<file path="src/rtl/recovery_scheduler_if.sv">
// recovery_scheduler_if
//   Replay beat port between the recovery scheduler and the replay datapath
//   (shift register / register-file copy logic). One beat moves per cycle in
//   which valid and ready are both high.
//
//   Signals:
//     valid  scheduler -> datapath  beat is present
//     ready  datapath  -> scheduler beat accepted this cycle
//     pc     scheduler -> datapath  beat carries the PC rather than a GPR
//     addr   scheduler -> datapath  GPR address of the beat (0 for the PC beat)
//
//   Modports:
//     master  the scheduler side
//     slave   the replay datapath side
interface recovery_scheduler_if #(
    parameter int ADDR_WIDTH = 5
);
    logic                  valid;
    logic                  ready;
    logic                  pc;
    logic [ADDR_WIDTH-1:0] addr;

    modport master (
        output valid,
        output pc,
        output addr,
        input  ready
    );

    modport slave (
        input  valid,
        input  pc,
        input  addr,
        output ready
    );
endinterface

</file>
<file path="src/rtl/recovery_scheduler.sv">
// recovery_scheduler
//   Shares one register-replay recovery path between NUM_CORES cores. Error
//   reports are latched per core; one core is picked round-robin, halted, its
//   PC and all 2**ADDR_WIDTH GPRs are replayed beat by beat through the replay
//   port, and then it is resumed. A running recovery is never preempted.
//
//   Parameters:
//     NUM_CORES       cores sharing the recovery path (>= 2)
//     ADDR_WIDTH      GPR address width; 2**ADDR_WIDTH registers are replayed
//     TIMEOUT_CYCLES  stall limit per replay beat (timeout build only)
//
//   Ports:
//     clk_i     clock
//     rst_ni    asynchronous active-low reset
//     error_i   per-core error flag, level or pulse
//     halt_o    per-core halt request (one-hot or zero)
//     resume_o  per-core one-cycle resume pulse (one-hot or zero)
//     shift_o   one-cycle checkpoint-shift strobe to the replay datapath
//     replay    replay beat port (master side)
//     owner_o   core currently under recovery
//     busy_o    scheduler is not idle
//     fatal_o   sticky replay-timeout flag
//
//   Build option:
//     RECOVERY_TIMEOUT_EN  when defined, a beat stalled for TIMEOUT_CYCLES
//                          cycles sets fatal_o and ends the recovery early.
//                          When undefined, fatal_o is 0 and stalls are waited
//                          out indefinitely.
module recovery_scheduler #(
    parameter int NUM_CORES      = 3,
    parameter int ADDR_WIDTH     = 5,
    parameter int TIMEOUT_CYCLES = 64
) (
    input  logic                         clk_i,
    input  logic                         rst_ni,
    input  logic [NUM_CORES-1:0]         error_i,
    output logic [NUM_CORES-1:0]         halt_o,
    output logic [NUM_CORES-1:0]         resume_o,
    output logic                         shift_o,
    recovery_scheduler_if.master         replay,
    output logic [$clog2(NUM_CORES)-1:0] owner_o,
    output logic                         busy_o,
    output logic                         fatal_o
);

    localparam int OWNER_WIDTH = $clog2(NUM_CORES);
    localparam int NUM_REG     = 2 ** ADDR_WIDTH;

    localparam logic [OWNER_WIDTH-1:0] LAST_CORE = OWNER_WIDTH'(NUM_CORES - 1);
    localparam logic [ADDR_WIDTH-1:0]  LAST_ADDR = ADDR_WIDTH'(NUM_REG - 1);

    localparam logic [2:0] IDLE = 3'd0;
    localparam logic [2:0] HALT = 3'd1;
    localparam logic [2:0] SPC  = 3'd2;
    localparam logic [2:0] SGPR = 3'd3;
    localparam logic [2:0] DONE = 3'd4;

    logic [2:0]             state;
    logic [NUM_CORES-1:0]   pending;
    logic [ADDR_WIDTH-1:0]  iterator;
    logic [OWNER_WIDTH-1:0] owner;
    logic [OWNER_WIDTH-1:0] last_grant;

    logic [NUM_CORES-1:0]   request;
    logic                   grant_found;
    logic [OWNER_WIDTH-1:0] grant_idx;
    logic [OWNER_WIDTH-1:0] cand;
    logic [NUM_CORES-1:0]   grant_mask;
    logic [NUM_CORES-1:0]   owner_mask;
    logic                   beat_state;
    logic                   handshake;
    logic                   timeout_hit;

    // A fresh error is visible to arbitration in the same cycle it arrives,
    // giving a one-cycle error-to-halt latency.
    assign request = pending | error_i;

    // Round-robin search starting just above the last core served.
    always_comb begin
        grant_found = 1'b0;
        grant_idx   = '0;
        cand        = (last_grant == LAST_CORE) ? '0 : last_grant + OWNER_WIDTH'(1);
        for (int i = 0; i < NUM_CORES; i++) begin
            if (!grant_found && request[cand]) begin
                grant_found = 1'b1;
                grant_idx   = cand;
            end
            cand = (cand == LAST_CORE) ? '0 : cand + OWNER_WIDTH'(1);
        end
    end

    assign grant_mask = (state == IDLE && grant_found)
                        ? (NUM_CORES'(1) << grant_idx) : '0;
    assign owner_mask = NUM_CORES'(1) << owner;

    assign beat_state = (state == SPC) || (state == SGPR);
    assign handshake  = beat_state && replay.ready;

    always_ff @(posedge clk_i or negedge rst_ni) begin
        if (!rst_ni) begin
            state      <= IDLE;
            pending    <= '0;
            iterator   <= '0;
            owner      <= '0;
            last_grant <= LAST_CORE;
        end else begin
            // The granted bit is consumed. An error on the granted core only
            // survives the grant edge if the bit was already pending, i.e. it
            // is a new report rather than the one being served.
            pending <= (pending & ~grant_mask) | (error_i & ~(grant_mask & ~pending));
            case (state)
                IDLE: begin
                    if (grant_found) begin
                        owner <= grant_idx;
                        state <= HALT;
                    end
                end
                HALT: begin
                    state <= SPC;
                end
                SPC: begin
                    if (timeout_hit) begin
                        state <= DONE;
                    end else if (handshake) begin
                        iterator <= '0;
                        state    <= SGPR;
                    end
                end
                SGPR: begin
                    if (timeout_hit) begin
                        state <= DONE;
                    end else if (handshake) begin
                        if (iterator == LAST_ADDR) begin
                            state <= DONE;
                        end else begin
                            iterator <= iterator + ADDR_WIDTH'(1);
                        end
                    end
                end
                DONE: begin
                    last_grant <= owner;
                    state      <= IDLE;
                end
                default: begin
                    state <= IDLE;
                end
            endcase
        end
    end

`ifdef RECOVERY_TIMEOUT_EN
    localparam int STALL_WIDTH = $clog2(TIMEOUT_CYCLES + 1);

    logic [STALL_WIDTH-1:0] stall_count;
    logic                   fatal;

    // Fires on the TIMEOUT_CYCLES-th consecutive stalled cycle of one beat.
    assign timeout_hit = beat_state && !replay.ready
                         && (stall_count == STALL_WIDTH'(TIMEOUT_CYCLES - 1));

    always_ff @(posedge clk_i or negedge rst_ni) begin
        if (!rst_ni) begin
            stall_count <= '0;
            fatal       <= 1'b0;
        end else begin
            if (!beat_state || replay.ready) begin
                stall_count <= '0;
            end else if (timeout_hit) begin
                stall_count <= '0;
                fatal       <= 1'b1;
            end else begin
                stall_count <= stall_count + STALL_WIDTH'(1);
            end
        end
    end

    assign fatal_o = fatal;
`else
    logic unused_timeout;

    assign timeout_hit    = 1'b0;
    assign fatal_o        = 1'b0;
    assign unused_timeout = ^TIMEOUT_CYCLES;
`endif

    assign halt_o       = (state == HALT || beat_state) ? owner_mask : '0;
    assign resume_o     = (state == DONE) ? owner_mask : '0;
    assign shift_o      = (state == HALT);
    assign replay.valid = beat_state;
    assign replay.pc    = (state == SPC);
    assign replay.addr  = (state == SGPR) ? iterator : '0;
    assign owner_o      = owner;
    assign busy_o       = (state != IDLE);

endmodule

</file>
<file path="src/flat_wrapper.sv">
// flat-port wrapper written by rule: the top's interface ports become plain ports
module recovery_scheduler_flat 
#(
    parameter int NUM_CORES      = 3,
    parameter int ADDR_WIDTH     = 5,
    parameter int TIMEOUT_CYCLES = 64
)
  (clk_i, rst_ni, error_i, halt_o, resume_o, shift_o, owner_o, busy_o, fatal_o, replay_valid, replay_pc, replay_addr, replay_ready);
  recovery_scheduler_if #(.ADDR_WIDTH(ADDR_WIDTH)) replay_i ();
  input  logic clk_i;
  input  logic rst_ni;
  input  logic [NUM_CORES-1:0] error_i;
  output logic [NUM_CORES-1:0] halt_o;
  output logic [NUM_CORES-1:0] resume_o;
  output logic shift_o;
  output logic [$clog2(NUM_CORES)-1:0] owner_o;
  output logic busy_o;
  output logic fatal_o;
  output wire logic [$bits(replay_i.valid)-1:0] replay_valid;
  output wire logic [$bits(replay_i.pc)-1:0] replay_pc;
  output wire logic [$bits(replay_i.addr)-1:0] replay_addr;
  input wire logic [$bits(replay_i.ready)-1:0] replay_ready;
  assign replay_valid = replay_i.valid;
  assign replay_pc = replay_i.pc;
  assign replay_addr = replay_i.addr;
  assign replay_i.ready = replay_ready;
  recovery_scheduler #(.NUM_CORES(NUM_CORES), .ADDR_WIDTH(ADDR_WIDTH), .TIMEOUT_CYCLES(TIMEOUT_CYCLES)) u_core (.clk_i(clk_i), .rst_ni(rst_ni), .error_i(error_i), .halt_o(halt_o), .resume_o(resume_o), .shift_o(shift_o), .replay(replay_i), .owner_o(owner_o), .busy_o(busy_o), .fatal_o(fatal_o));
endmodule
</file>
<file path="config.mk">
export PLATFORM = sky130hd
export DESIGN_NAME = recovery_scheduler_flat
export DESIGN_NICKNAME = d
export VERILOG_FILES = /design/src/rtl/recovery_scheduler_if.sv /design/src/rtl/recovery_scheduler.sv /design/src/flat_wrapper.sv
export SDC_FILE = /design/constraint.sdc
export NUM_CORES = 1
export LEC_CHECK = 0
export CAP_MARGIN = 30
export CORE_UTILIZATION = 46
export DETAILED_ROUTE_END_ITERATION = 12
export PLACE_DENSITY = 0.75
export SETUP_SLACK_MARGIN = 0.3
export SKIP_CTS_REPAIR_TIMING = 1
export SLEW_MARGIN = 20
export SYNTH_ARGS = -nofsm -noshare
export SYNTH_HDL_FRONTEND = slang
export SYNTH_SLANG_ARGS = --single-unit
</file>
<file path="constraint.sdc">
create_clock -name clk_i -period 1.9 [get_ports clk_i]
set_input_delay 0.285 -clock clk_i [delete_from_list [all_inputs] [get_ports clk_i]]
set_output_delay 0.285 -clock clk_i [all_outputs]
set_load 0.1 [all_outputs]
</file>
==> qor.yml <==
outcome:
  outcome: "complete, no violations"
clocking:
  clock-sinks: 15
  cts_tree: "done"
  clk_latency_ns: 0.29
  clock_path_buffers: 2
  cts_buffers: 3
  clk_pin_slew_worst_paths_ns: 0.10
  root_buffer: "clkbuf_4"
  htreeDepth: 1
global_routing:
  grt_pass1_wl_microns: 3477
  grtUsageTotal_pct: 24.16
  first_global_vias: 725
  antenna_found_initial: 0
  grt_max_degree: 16
  overflow: 0
routing:
  finalWirelength_microns: 3163
  vias_per_cell: 5.987
  drtIter0Drc: 59
  wl_per_cell_microns: 20.15
  drt-pass1-iter-count: 4
  ant_nets: 0
  num_vias: 940
  drc_errors: 0
yosys:
  seq_area_frac_synth_pct: 43.25
  synth-edff-count: 0
  netlist_area_sq_um: 870.8
  syn_inst: 94
  synth-main-ff-cell: "dfrtp_1"
  synth.distinct_cells: 35
  synthesis.nets: 102
  avgSynthCellArea_sq_um: 9.264
  async_flop_share_pct: 100.0
  ys_ff_latch: 15
  ys_warn_count: 0
timing:
  setup_tns_ns: 0
  setup_violations: 0
  drv_slew: 0
  min_period_ns: 1.769
  grt_setup_unrepaired: "true"
  finalHoldWorstSlack_ns: 0.3248
  fmax_ghz: 0.5652
  hold_violations: 0
  clock_skew_ns: 0.008905
  finalCritPeriodShare_pct: 93.12
floorplan:
  core_sq_um: 1745
  die_area_sq_um: 2071
  start_util_pct: 49.89
  die_w_microns: 45.51
  pin_count: 24
  rows: 15
  die_height_microns: 45.51
cells_and_area:
  multi_input_area_sq_um: 636.9
  mostFrequentLayoutCells: "17 x buf_12, 14 x buf_4, 9 x nand2_1, 9 x dfrtp_1"
  drive_gt1_share_pct: 58.33
  fin_nets: 141
  diodes: 0
  syn_to_final_growth_pct: 84.63
  seqCellArea_sq_um: 387.9
  final_common_cell: "buf_12"
  fill_cells: 66
  fin_area_sq_um: 1608
critical_path:
  start_kind: "register"
  r2r_start: "u_core.state[1]$_DFFE_PN0P_"
  reg2reg_slack_ns: 0.22
  crit_arrival_ns: 1.48
  crit_fanout: 6
  worst_ep_required_time_ns: 1.62
  rr_endpoint: "u_core.pending[2]$_DFF_PN0_"
  end_kind: "primary output"
  crit_end: "halt_o[0]"
  r2r_cells: 6
  crit_type: "register to primary output"
  crit_start: "u_core.state[2]$_DFFE_PN0P_"
placement:
  gp_congestion: 0.7523
  postPlaceCellArea_sq_um: 1424
  dp_hpwl_microns: 1666
  port_buffers: 22
job:
  maxCapViolCount: 0
pwr:
  ir_worst_vdd_mv: 1.610
  power_density_nw_per_um2: 1758
  p_leak_nw: 0.6659
min_path:
  hold_class: "input pin to async pin"
critical path: stages (launching register included):
cell	delay [ns]
dfrtp_2	0.49
or2_4	0.32
nor3_4	0.17
buf_12	0.20
synth_stat cells (2+ instances only):
| cell type | n | area, sq um |
|---|---|---|
| dfrtp_1 | 14 | 350.3 |
| nor2_1 | 13 | 48.80 |
| nand2_1 | 11 | 41.29 |
| and3_1 | 6 | 37.54 |
| o21ai_0 | 5 | 25.02 |
| nand2b_1 | 4 | 25.02 |
| a22o_1 | 2 | 17.52 |
| buf_4 | 2 | 15.01 |
| ha_1 | 2 | 25.02 |
| maj3_1 | 2 | 20.02 |
| mux2_2 | 2 | 22.52 |
| nand3_1 | 2 | 10.01 |
| nor2b_1 | 2 | 12.51 |
| nor3_1 | 2 | 10.01 |
| nor4_1 | 2 | 12.51 |
| o21a_1 | 2 | 15.01 |
| o2bb2ai_1 | 2 | 17.52 |
| or2_2 | 2 | 12.51 |
flip-flops by register name, indices dropped and copies added, names as in the netlist:
register	flops
u_core.last_grant	2
u_core.owner_o	2
u_core.pending	3
u_core.iterator	5
u_core.state	3
report_power, final:
group	total [mW]	leakage, nW	switching, mW	internal [mW]
Combinational	2.12	0.487	1.30	0.822
Clock	0.193	0.0177	0.115	0.0784
Sequential	0.514	0.161	0.118	0.395
worst min path at each step:
stage / depth (start not counted) / startpoint / to / slack, ns
2_1_floorplan: 0 / rst_ni / u_core.iterator[0]$_DFFE_PN0P_ / -0.01
5_1_grt: 2 / rst_ni / u_core.iterator[3]$_DFFE_PN0P_ / 0.35
3_5_place_dp: 2 / u_core.iterator[4]$_DFFE_PN0P_ / u_core.iterator[4]$_DFFE_PN0P_ / 0.55
4_1_cts: 2 / rst_ni / u_core.iterator[3]$_DFFE_PN0P_ / 0.34
6_report: 2 / rst_ni / u_core.iterator[3]$_DFFE_PN0P_ / 0.32
3_3_place_gp: 2 / u_core.iterator[0]$_DFFE_PN0P_ / u_core.iterator[0]$_DFFE_PN0P_ / 0.55
cells by family after synthesis:
| family | count (synthesis) | share of synthesized area (%) |
|---|---|---|
| AO/OA/AOI/OAI | 16 | 12.93 |
| adder cells (fa/ha/maj) | 5 | 6.465 |
| buffers and inverters | 6 | 4.452 |
| flip-flops | 15 | 43.25 |
| multiplexers | 3 | 3.735 |
| other | 1 | 0.4306 |
| AND/OR/NAND/NOR | 48 | 28.74 |
final cells by class:
cell class              instances  share of cell area [%]
clock buffers                   3                   1.401
clock inverters                 1                  0.3113
inverters                       1                  0.3891
multi-input cells              74                   39.61
flip-flops and latches         15                   24.12
well taps                      25                   1.946
repair buffers                 38                   32.22
per-stage QoR:
| stage | power [mW] | utilization, % | setup WS, ns | cells |
|---|---|---|---|---|
| after CTS | 2.636 | 83.15 | -0.1182 | 143 |
| after global placement | 2.403 | 81.58 | 0.1764 | 139 |
| after floorplan | 1.831 | - | 0.04124 | 94 |
| after detailed placement | 2.438 | 81.58 | 0.1440 | 139 |
| final | 2.827 | 92.11 | 0.1307 | 157 |
| after global routing | 2.895 | 92.11 | 0.08817 | 157 |
routing by layer:
layer  wire length (microns)  GRT usage, %  up-vias
met1                    1189         32.05      447
met3                     266         6.349       12
met2                    1641         37.14       71
li1                        -             -      410
met4                      65         10.30        0
met5                       0             0        -
No activity file was read; power rests on OpenSTA's default activity.
